`config.mk`:
```
export PLATFORM = sky130hd
export DESIGN_NAME = booth_mul_seq_flat
export DESIGN_NICKNAME = d
export VERILOG_FILES = /design/src/rtl/booth_mul_seq_if.sv /design/src/rtl/booth_mul_seq.sv /design/src/flat_wrapper.sv
export SDC_FILE = /design/constraint.sdc
export NUM_CORES = 1
export LEC_CHECK = 0
export CORE_ASPECT_RATIO = 1.5
export CORE_MARGIN = 4
export CORE_UTILIZATION = 65
export CTS_BUF_LIST = sky130_fd_sc_hd__clkbuf_8
export DETAILED_ROUTE_END_ITERATION = 16
export GPL_TIMING_DRIVEN = 0
export PLACE_DENSITY = 0.9
export SYNTH_ARGS = -nofsm -noshare
export SYNTH_HDL_FRONTEND = slang
export SYNTH_SLANG_ARGS = --single-unit
```
`constraint.sdc`:
```
create_clock -name clk -period 14.6 [get_ports clk]
set_input_delay 1.46 -clock clk [delete_from_list [all_inputs] [get_ports clk]]
set_output_delay 1.46 -clock clk [all_outputs]
set_load 0.03 [all_outputs]
```
`src/rtl/booth_mul_seq_if.sv`:
```
`default_nettype none
// ----------------------------------------------------------------------------
// booth_mul_seq_if : start/operand/result bundle of the sequential multiplier
// Revision: 1.0
// ----------------------------------------------------------------------------
interface booth_mul_seq_if;
  logic        start;
  logic [31:0] RM;
  logic [31:0] RQ;
  logic        busy;
  logic        done;
  logic [31:0] Zhi;
  logic [31:0] Zlo;

  modport master (output start, RM, RQ, input busy, done, Zhi, Zlo);
  modport slave  (input start, RM, RQ, output busy, done, Zhi, Zlo);
endinterface
`default_nettype wire

```
`src/rtl/booth_mul_seq.sv`:
```
`default_nettype none
// ----------------------------------------------------------------------------
// booth_mul_seq : radix-4 Booth multiplier, 32x32 signed -> 64, 16 CALC cycles
// Revision: 1.0
// ----------------------------------------------------------------------------
module booth_mul_seq (
  input  logic             clk,
  input  logic             clr_n,
  booth_mul_seq_if.slave   bus
);

  typedef enum logic [1:0] {
    IDLE = 2'd0,
    CALC = 2'd1,
    DONE = 2'd2
  } state_t;

  state_t      state_q, state_d;
  logic [31:0] mq_q, mq_d;
  logic [31:0] mm_q, mm_d;
  logic [63:0] acc_q, acc_d;
  logic [3:0]  step_q, step_d;
  logic [31:0] zhi_q, zhi_d;
  logic [31:0] zlo_q, zlo_d;

  logic [32:0] mq_ext;
  logic [2:0]  trip;
  logic [63:0] mm_ext;
  logic [63:0] pp;
  logic [63:0] sum;

  // Datapath: recode one multiplier triplet and add its shifted partial product.
  always_comb begin
    mq_ext = {mq_q, 1'b0};
    trip   = mq_ext[{step_q, 1'b0} +: 3];
    mm_ext = {{32{mm_q[31]}}, mm_q};
    pp     = 64'd0;
    case (trip)
      3'b001, 3'b010: pp = mm_ext;
      3'b011:         pp = mm_ext << 1;
      3'b100:         pp = -(mm_ext << 1);
      3'b101, 3'b110: pp = -mm_ext;
      default:        pp = 64'd0;
    endcase
    sum = acc_q + (pp << {step_q, 1'b0});
  end

  always_comb begin
    state_d = state_q;
    mq_d    = mq_q;
    mm_d    = mm_q;
    acc_d   = acc_q;
    step_d  = step_q;
    zhi_d   = zhi_q;
    zlo_d   = zlo_q;
    case (state_q)
      CALC: begin
        acc_d  = sum;
        step_d = step_q + 4'd1;
        if (step_q == 4'd15) begin
          {zhi_d, zlo_d} = sum;
          state_d        = DONE;
        end
      end
      IDLE, DONE: begin
        if (bus.start) begin
          mq_d    = bus.RQ;
          mm_d    = bus.RM;
          acc_d   = 64'd0;
          step_d  = 4'd0;
          state_d = CALC;
        end else begin
          state_d = IDLE;
        end
      end
      default: state_d = IDLE;
    endcase
  end

  always_ff @(posedge clk or negedge clr_n) begin
    if (!clr_n) begin
      state_q <= IDLE;
      mq_q    <= 32'd0;
      mm_q    <= 32'd0;
      acc_q   <= 64'd0;
      step_q  <= 4'd0;
      zhi_q   <= 32'd0;
      zlo_q   <= 32'd0;
    end else begin
      state_q <= state_d;
      mq_q    <= mq_d;
      mm_q    <= mm_d;
      acc_q   <= acc_d;
      step_q  <= step_d;
      zhi_q   <= zhi_d;
      zlo_q   <= zlo_d;
    end
  end

  assign bus.busy = (state_q == CALC);
  assign bus.done = (state_q == DONE);
  assign bus.Zhi  = zhi_q;
  assign bus.Zlo  = zlo_q;

endmodule
`default_nettype wire

```
`src/flat_wrapper.sv`:
```
// flat-port wrapper written by rule: the top's interface ports become plain ports
module booth_mul_seq_flat 
  (clk, clr_n, bus_start, bus_RM, bus_RQ, bus_busy, bus_done, bus_Zhi, bus_Zlo);
  booth_mul_seq_if bus_i ();
  input  logic clk;
  input  logic clr_n;
  input wire logic [$bits(bus_i.start)-1:0] bus_start;
  input wire logic [$bits(bus_i.RM)-1:0] bus_RM;
  input wire logic [$bits(bus_i.RQ)-1:0] bus_RQ;
  output wire logic [$bits(bus_i.busy)-1:0] bus_busy;
  output wire logic [$bits(bus_i.done)-1:0] bus_done;
  output wire logic [$bits(bus_i.Zhi)-1:0] bus_Zhi;
  output wire logic [$bits(bus_i.Zlo)-1:0] bus_Zlo;
  assign bus_i.start = bus_start;
  assign bus_i.RM = bus_RM;
  assign bus_i.RQ = bus_RQ;
  assign bus_busy = bus_i.busy;
  assign bus_done = bus_i.done;
  assign bus_Zhi = bus_i.Zhi;
  assign bus_Zlo = bus_i.Zlo;
  booth_mul_seq u_core (.clk(clk), .clr_n(clr_n), .bus(bus_i));
endmodule
```
-- Word level (Yosys, flattened, before mapping)
Cells that the tools add are included.
- register bits after elaboration: 198
- input bits: 67
- output and inout bits: 66
- logic and storage cells: 40
- add/subtract/negate cells: 4
- equality and inequality tests: 11
- shift-type cells: 2
- multiplexer cells: 8
- reductions and logical operators: 8
- operators by type and width (kind ; count):
    $pmux 64 s4 ; 1
    $neg 64->64 ; 2
    $pmux 64 s2 ; 1
    $add 64x64->64 ; 1
    $mux 64 ; 1
    $shl 64x5->64 ; 1
    $shiftx 33x6->3 ; 1
    $eq 3x3->1 const B ; 3
    $pmux 4 s2 ; 1
    $eq 3x2->1 const B ; 2
    $reduce_and 2->1 ; 3
    $reduce_or 2->1 ; 3
    $add 4x1->4 const B ; 1
    $eq 4x4->1 const B ; 1
    $mux 4 ; 1
    $pmux 2 s2 ; 1
    $eq 3x1->1 const B ; 1
    $eq 2x1->1 const B ; 1
    $eq 2x2->1 const B ; 1
    $logic_not 2->1 ; 1
    $mux 2 ; 1
    $ne 2x1->1 const B ; 1
    $ne 2x2->1 const B ; 1
    $reduce_bool 2->1 ; 1
    $mux 1 ; 1

-- Depth between registers and ports, before layout
- depth in word-level cells: 7
- mapped depth: 29
- gate-level depth less buffers: 25

-- Worst setup path after synthesis
OpenSTA, ideal clock, no wires.
- path kind: register -> register
- from: register u_core.step_q[1]
- to: register u_core.zhi_q[19] (netlist: u_core.bus.Zhi[19])
- setup time: 125 ps
- data arrival time: 5904 ps
- data required time: 14475 ps
- slack: 8571 ps
- cell stages (with the launch flop): 26
- buffers on the path: 4
- clock period less this slack: 6029 ps
- path through: dfrtp_1 buf_2 buf_2 mux4_2 a22oi_1 nand2_1 buf_2 or3_1 buf_2 o32ai_1 a21oi_1 mux4_2 mux2i_1 and2_1 ha_1 a21o_1 a211oi_1 o2111a_1 nor3_1 a41oi_2 o31ai_1 a21boi_0 or4_1 nand2_1 xor2_1 mux2_2
- cells in the longest elaborated chain, start to end: 6
- elaborated cells on any way between the ends: 14
- those cells by class: 1 x add/sub; 7 x eq/ne; 2 x shift; 1 x mux; 3 x reduce/logical
- ends and longest elaborated chain (element ; RTL line ; RTL):
    from (decl) ; booth_mul_seq.sv:22 ; logic [3:0] step_q, step_d;
    from (signal assigned) ; booth_mul_seq.sv:94 ; step_q <= step_d;
    $shiftx 33x6->3 ; booth_mul_seq.sv:35 ; trip = mq_ext[{step_q, 1'b0} +: 3];
    $eq 3x3->1, or another cell as far along ; booth_mul_seq.sv:38 ; case (trip)
    $reduce_or 2->1 ; booth_mul_seq.sv:38 ;
    $pmux 64 s4 ; booth_mul_seq.sv:38 ;
    $shl 64x5->64 ; booth_mul_seq.sv:45 ; sum = acc_q + (pp << {step_q, 1'b0});
    $add 64x64->64 ; booth_mul_seq.sv:45 ;
    to (signal assigned) ; booth_mul_seq.sv:95 ; zhi_q <= zhi_d;
    to (decl) ; booth_mul_seq.sv:23 ; logic [31:0] zhi_q, zhi_d;
Several ways; a longest one is shown, not always the timed one.
A chain may end at the register's enable or synchronous reset.

-- Final worst setup path
- from: register u_core.step_q[1]
- to: register u_core.zhi_q[29] (netlist: u_core.bus.Zhi[29])
The elaborated chain is that of the path after synthesis.

==> impl_summary.log <==
[metrics] max frequency: 0.116 GHz
[metrics] net count after synthesis: 1860
[metrics] number of antenna repair diodes: 0
[metrics] Die Width: 132 um
[metrics] Post-synth EDFFs: 0
[metrics] GRT met1 Usage: 43.7%
[metrics] instance area at placement: between 15000 and 20000 um^2
[metrics] Std-Cell Core Area: ~23000 um^2
[metrics] Hold Worst Slack: 0.483 ns
[metrics] count of standard-cell rows: 67
[metrics] number of failing hold endpoints at the final stage: 0
[metrics] number of maximum-capacitance violations: 0
[metrics] dominant cell type by area after synthesis: sky130_fd_sc_hd__dfrtp_1
[metrics] busiest metal layer after global routing: met2
[metrics] Clock Tree Root: sky130_fd_sc_hd__clkbuf_8
[metrics] launching element type of the critical path: flip-flop
[metrics] clock sink count: 198
[metrics] Die Span Y: slightly below 200 um
[metrics] setup violators final: 0
[metrics] crit path max-delay cell type: sky130_fd_sc_hd__o32ai_1
[metrics] detailed-route vias per instance: approximately 7
[metrics] ranking of synthesized cells by area: sky130_fd_sc_hd__dfrtp_1, sky130_fd_sc_hd__mux2_2, sky130_fd_sc_hd__nand2_1, sky130_fd_sc_hd__ha_1, sky130_fd_sc_hd__a21oi_1
[metrics] via count of the first global-routing pass: 15300
[metrics] CTS-repair resized insts: 0
[metrics] setup TNS: 0 ns
[metrics] Global Route met2 Usage: 69.4%
[metrics] HPWL Detailed: 40500 um
[metrics] Synth Warn #: 0
[metrics] final clock skew: 0.0140 ns
[metrics] pin count of the biggest net entering global routing: 113
[metrics] number of buffers inserted by port buffering: 132
[metrics] cell count after synthesis: 1725
[metrics] required time reported for the critical path endpoint: ~15 ns
[metrics] Final Max Slew Viols: 0
[metrics] final design area excluding fillers: 17100 um^2
[metrics] clock input transition at the sequential cells of the worst setup and hold paths: between 0.1 and 0.15 ns
[metrics] area delta synth->final: 14.1%
[metrics] placer congestion estimate: 1.02
[metrics] ys async rst share: 100%
[metrics] unrepaired setup endpoints after global routing: false
[metrics] # H-tree levels: 4
[metrics] run status: finished, final reports clean
[metrics] post-route minimum period: 8.59 ns
[metrics] headroom to the max-slew limit: just under 40%
[metrics] type of destination of the critical path: flip-flop
[metrics] total of hold buffers inserted after clock tree synthesis: 0
[metrics] flop and latch count out of synthesis: 198
[metrics] post-synth design cell area: 15000 um^2
[metrics] starting DRC count in detailed routing: about 1400
[metrics] average instance area after synthesis: 8.69 um^2
[metrics] ratio of final minimum period to clock period: about three fifths
[metrics] TritonCTS clock tree: built
[metrics] largest fanout of any net on the critical path: 10
[metrics] DRC errors left: 0
[metrics] post-route ant nets: 0
[metrics] Die Area: 25600 um^2
[metrics] detailed-router iteration count before antenna repair: 7
[metrics] fraction of layout instances using a drive strength above 1: ~9.0%
[metrics] met3 demand-to-capacity share in global routing: ~8.4%
[metrics] synth unique cells: 82
[metrics] leading register cell type out of synthesis: sky130_fd_sc_hd__dfrtp_1
[metrics] global route total overflow: 0
[metrics] Wirelength per Cell: 24.3 um
[metrics] Global Route Usage Sum: 40.6%
[metrics] Total Nets Final: 2012
[metrics] sequential-to-total area share from yosys stat: approximately a third
[metrics] Hold/Removal Path Class: reg -> reg
[metrics] starting density of the core: 66.5%
[metrics] critical path class: reg -> reg
[metrics] worst path arrival time: approximately 9 ns
[metrics] count of pins on the block boundary: approximately 130
[metrics] number of buffers on the longest clock path: 2
[metrics] stage delay of the slowest cell on the critical path: 0.63 ns
[metrics] Post-Route WL: 52700 um
[metrics] total via count after detailed routing: 15100
[metrics] total clock buffers created by CTS: 17
[metrics] portion of synthesized cell area occupied by the leading cell type: about a third
[metrics] initial antenna violation count: 0
[metrics] final core utilization: 75.9%
[metrics] fillcell total: 1582
[metrics] global-route wire length before repair: 82600 um
[metrics] post-CTS setup buffer count: 0
[metrics] Worst Tran Pin Value: 0.910 ns
[metrics] source-to-sink clock delay at the later pin of the worst-skew pair: roughly 0.52 ns
-- flip-flops by register name (all words and copies together), names as in the netlist --
register and cells:
u_core.mq_q 32, u_core.state_q 2, u_core.bus.Zhi 32, u_core.acc_q 64, u_core.step_q 4, u_core.bus.Zlo 32
u_core.mm_q 32
-- path summary, 6_finish.rpt --
| path | to | depth (start not counted) | start | slack [ns] |
|---|---|---|---|---|
| max | u_core.bus.Zhi[29]$_DFFE_PN0P_ | 25 | u_core.step_q[1]$_DFFE_PN0P_ | 6.01 |
| max reg2reg | u_core.bus.Zhi[29]$_DFFE_PN0P_ | 25 | u_core.step_q[1]$_DFFE_PN0P_ | 6.01 |
| max in group asynchronous | u_core.acc_q[24]$_DFFE_PN0P_ | 2 | clr_n | 12.66 |
| min in group asynchronous | u_core.mq_q[0]$_DFFE_PN0P_ | 1 | clr_n | 0.90 |
| min reg2reg | u_core.bus.Zlo[12]$_DFFE_PN0P_ | 2 | u_core.bus.Zlo[12]$_DFFE_PN0P_ | 0.48 |
| min | u_core.bus.Zlo[12]$_DFFE_PN0P_ | 2 | u_core.bus.Zlo[12]$_DFFE_PN0P_ | 0.48 |
-- worst max-delay path, delay by kind of cell (launching register included) --
| kind | cells | cell delay, ns |
|---|---|---|
| compound gates | 12 | 4.23 |
| xor+xnor | 1 | 0.12 |
| fa+ha+maj | 1 | 0.43 |
| buf+inv | 4 | 1.47 |
| flops | 1 | 0.39 |
| mux | 3 | 0.95 |
| simple gates | 4 | 0.87 |
-- placed cells by master, fill, tap and decap left out, types with 10 or more instances in the layout --
master                            instances
sky130_fd_sc_hd__dfrtp_1                198
sky130_fd_sc_hd__inv_1                   24
sky130_fd_sc_hd__nor2_1                 101
sky130_fd_sc_hd__nor3_1                  45
sky130_fd_sc_hd__xor2_1                  27
sky130_fd_sc_hd__a21o_1                  55
sky130_fd_sc_hd__a21oi_1                125
sky130_fd_sc_hd__or3_1                   25
sky130_fd_sc_hd__mux2_2                  89
sky130_fd_sc_hd__xnor2_1                 42
sky130_fd_sc_hd__nand4_1                 17
sky130_fd_sc_hd__ha_1                    67
sky130_fd_sc_hd__o21ai_0                112
sky130_fd_sc_hd__a22o_1                  55
sky130_fd_sc_hd__clkbuf_1                90
sky130_fd_sc_hd__clkdlybuf4s50_1        131
sky130_fd_sc_hd__mux2i_1                 57
sky130_fd_sc_hd__nand3_1                 30
sky130_fd_sc_hd__a221o_1                 11
sky130_fd_sc_hd__nor2b_1                 12
sky130_fd_sc_hd__a221oi_1                17
sky130_fd_sc_hd__buf_2                   10
sky130_fd_sc_hd__nand2_1                263
sky130_fd_sc_hd__mux4_2                  14
sky130_fd_sc_hd__nand2b_1                13
sky130_fd_sc_hd__clkbuf_8                17
sky130_fd_sc_hd__a211oi_1                18
sky130_fd_sc_hd__nor4_1                  16
sky130_fd_sc_hd__buf_1                   15
sky130_fd_sc_hd__a31oi_1                 19
sky130_fd_sc_hd__o21a_1                  15
sky130_fd_sc_hd__and2_1                  16
-- synth_stat cells (all sizes together), types with 4 or more instances --
cell	n
mux2i	58
mux4	14
and2	17
mux2	90
a21oi	126
a31oi	19
o21ai	117
xor2	27
nand2b	13
buf	30
and3	9
o21bai	9
ha	67
nand4	17
o21a	15
o31ai	7
a221o	11
a21o	55
a22oi	4
o211ai	8
dfrtp	198
clkbuf	90
nor2b	12
or3	25
xnor2	42
nor4	16
a211oi	18
a22o	55
inv	24
nand2	263
nand3	30
nor3	47
a221oi	20
o22ai	6
o32ai	5
or4	6
nor2	101
a211o	5
-- per-layer routing --
metal,part of all wire (%),vias up
met2,49,1010
met5,0,-
met4,9.0,0
li1,-,6660
met3,8.4,353
met1,34,7090
-- metrics by stage --
step	worst slack [ns]	std cells
after CTS	6.34	2166
after global placement	4.29	2133
after detailed placement	6.43	2134
final	6.01	2166
after global routing	5.73	2166
after floorplan	8.57	1725
-- final cells by class --
class	count	area (um^2)	share of cell area (%)
clock buffers	17	234	1.37
well taps	276	345	2.02
repair buffers	133	1350	7.91
flip-flops and latches	198	4950	29.0
plain buffers	120	493	2.88
inverters	25	93.8	0.549
multi-input cells	1382	9450	55.2
clock inverters	15	186	1.09
-- logic make-up (layout without fill, tap and decap cells) --
family,count (synthesis),count (layout),share of synthesized area [%]
simple gates,567,567,17.3
compound gates,516,516,23.2
flops,198,198,33.1
mux,162,162,12.8
buf+inv,145,310,3.92
xor+xnor,69,69,4.03
fa+ha+maj,68,68,5.73
Power is not shown: default switching activity piles up to over one toggle a cycle in this logic, so the estimate is an artifact.
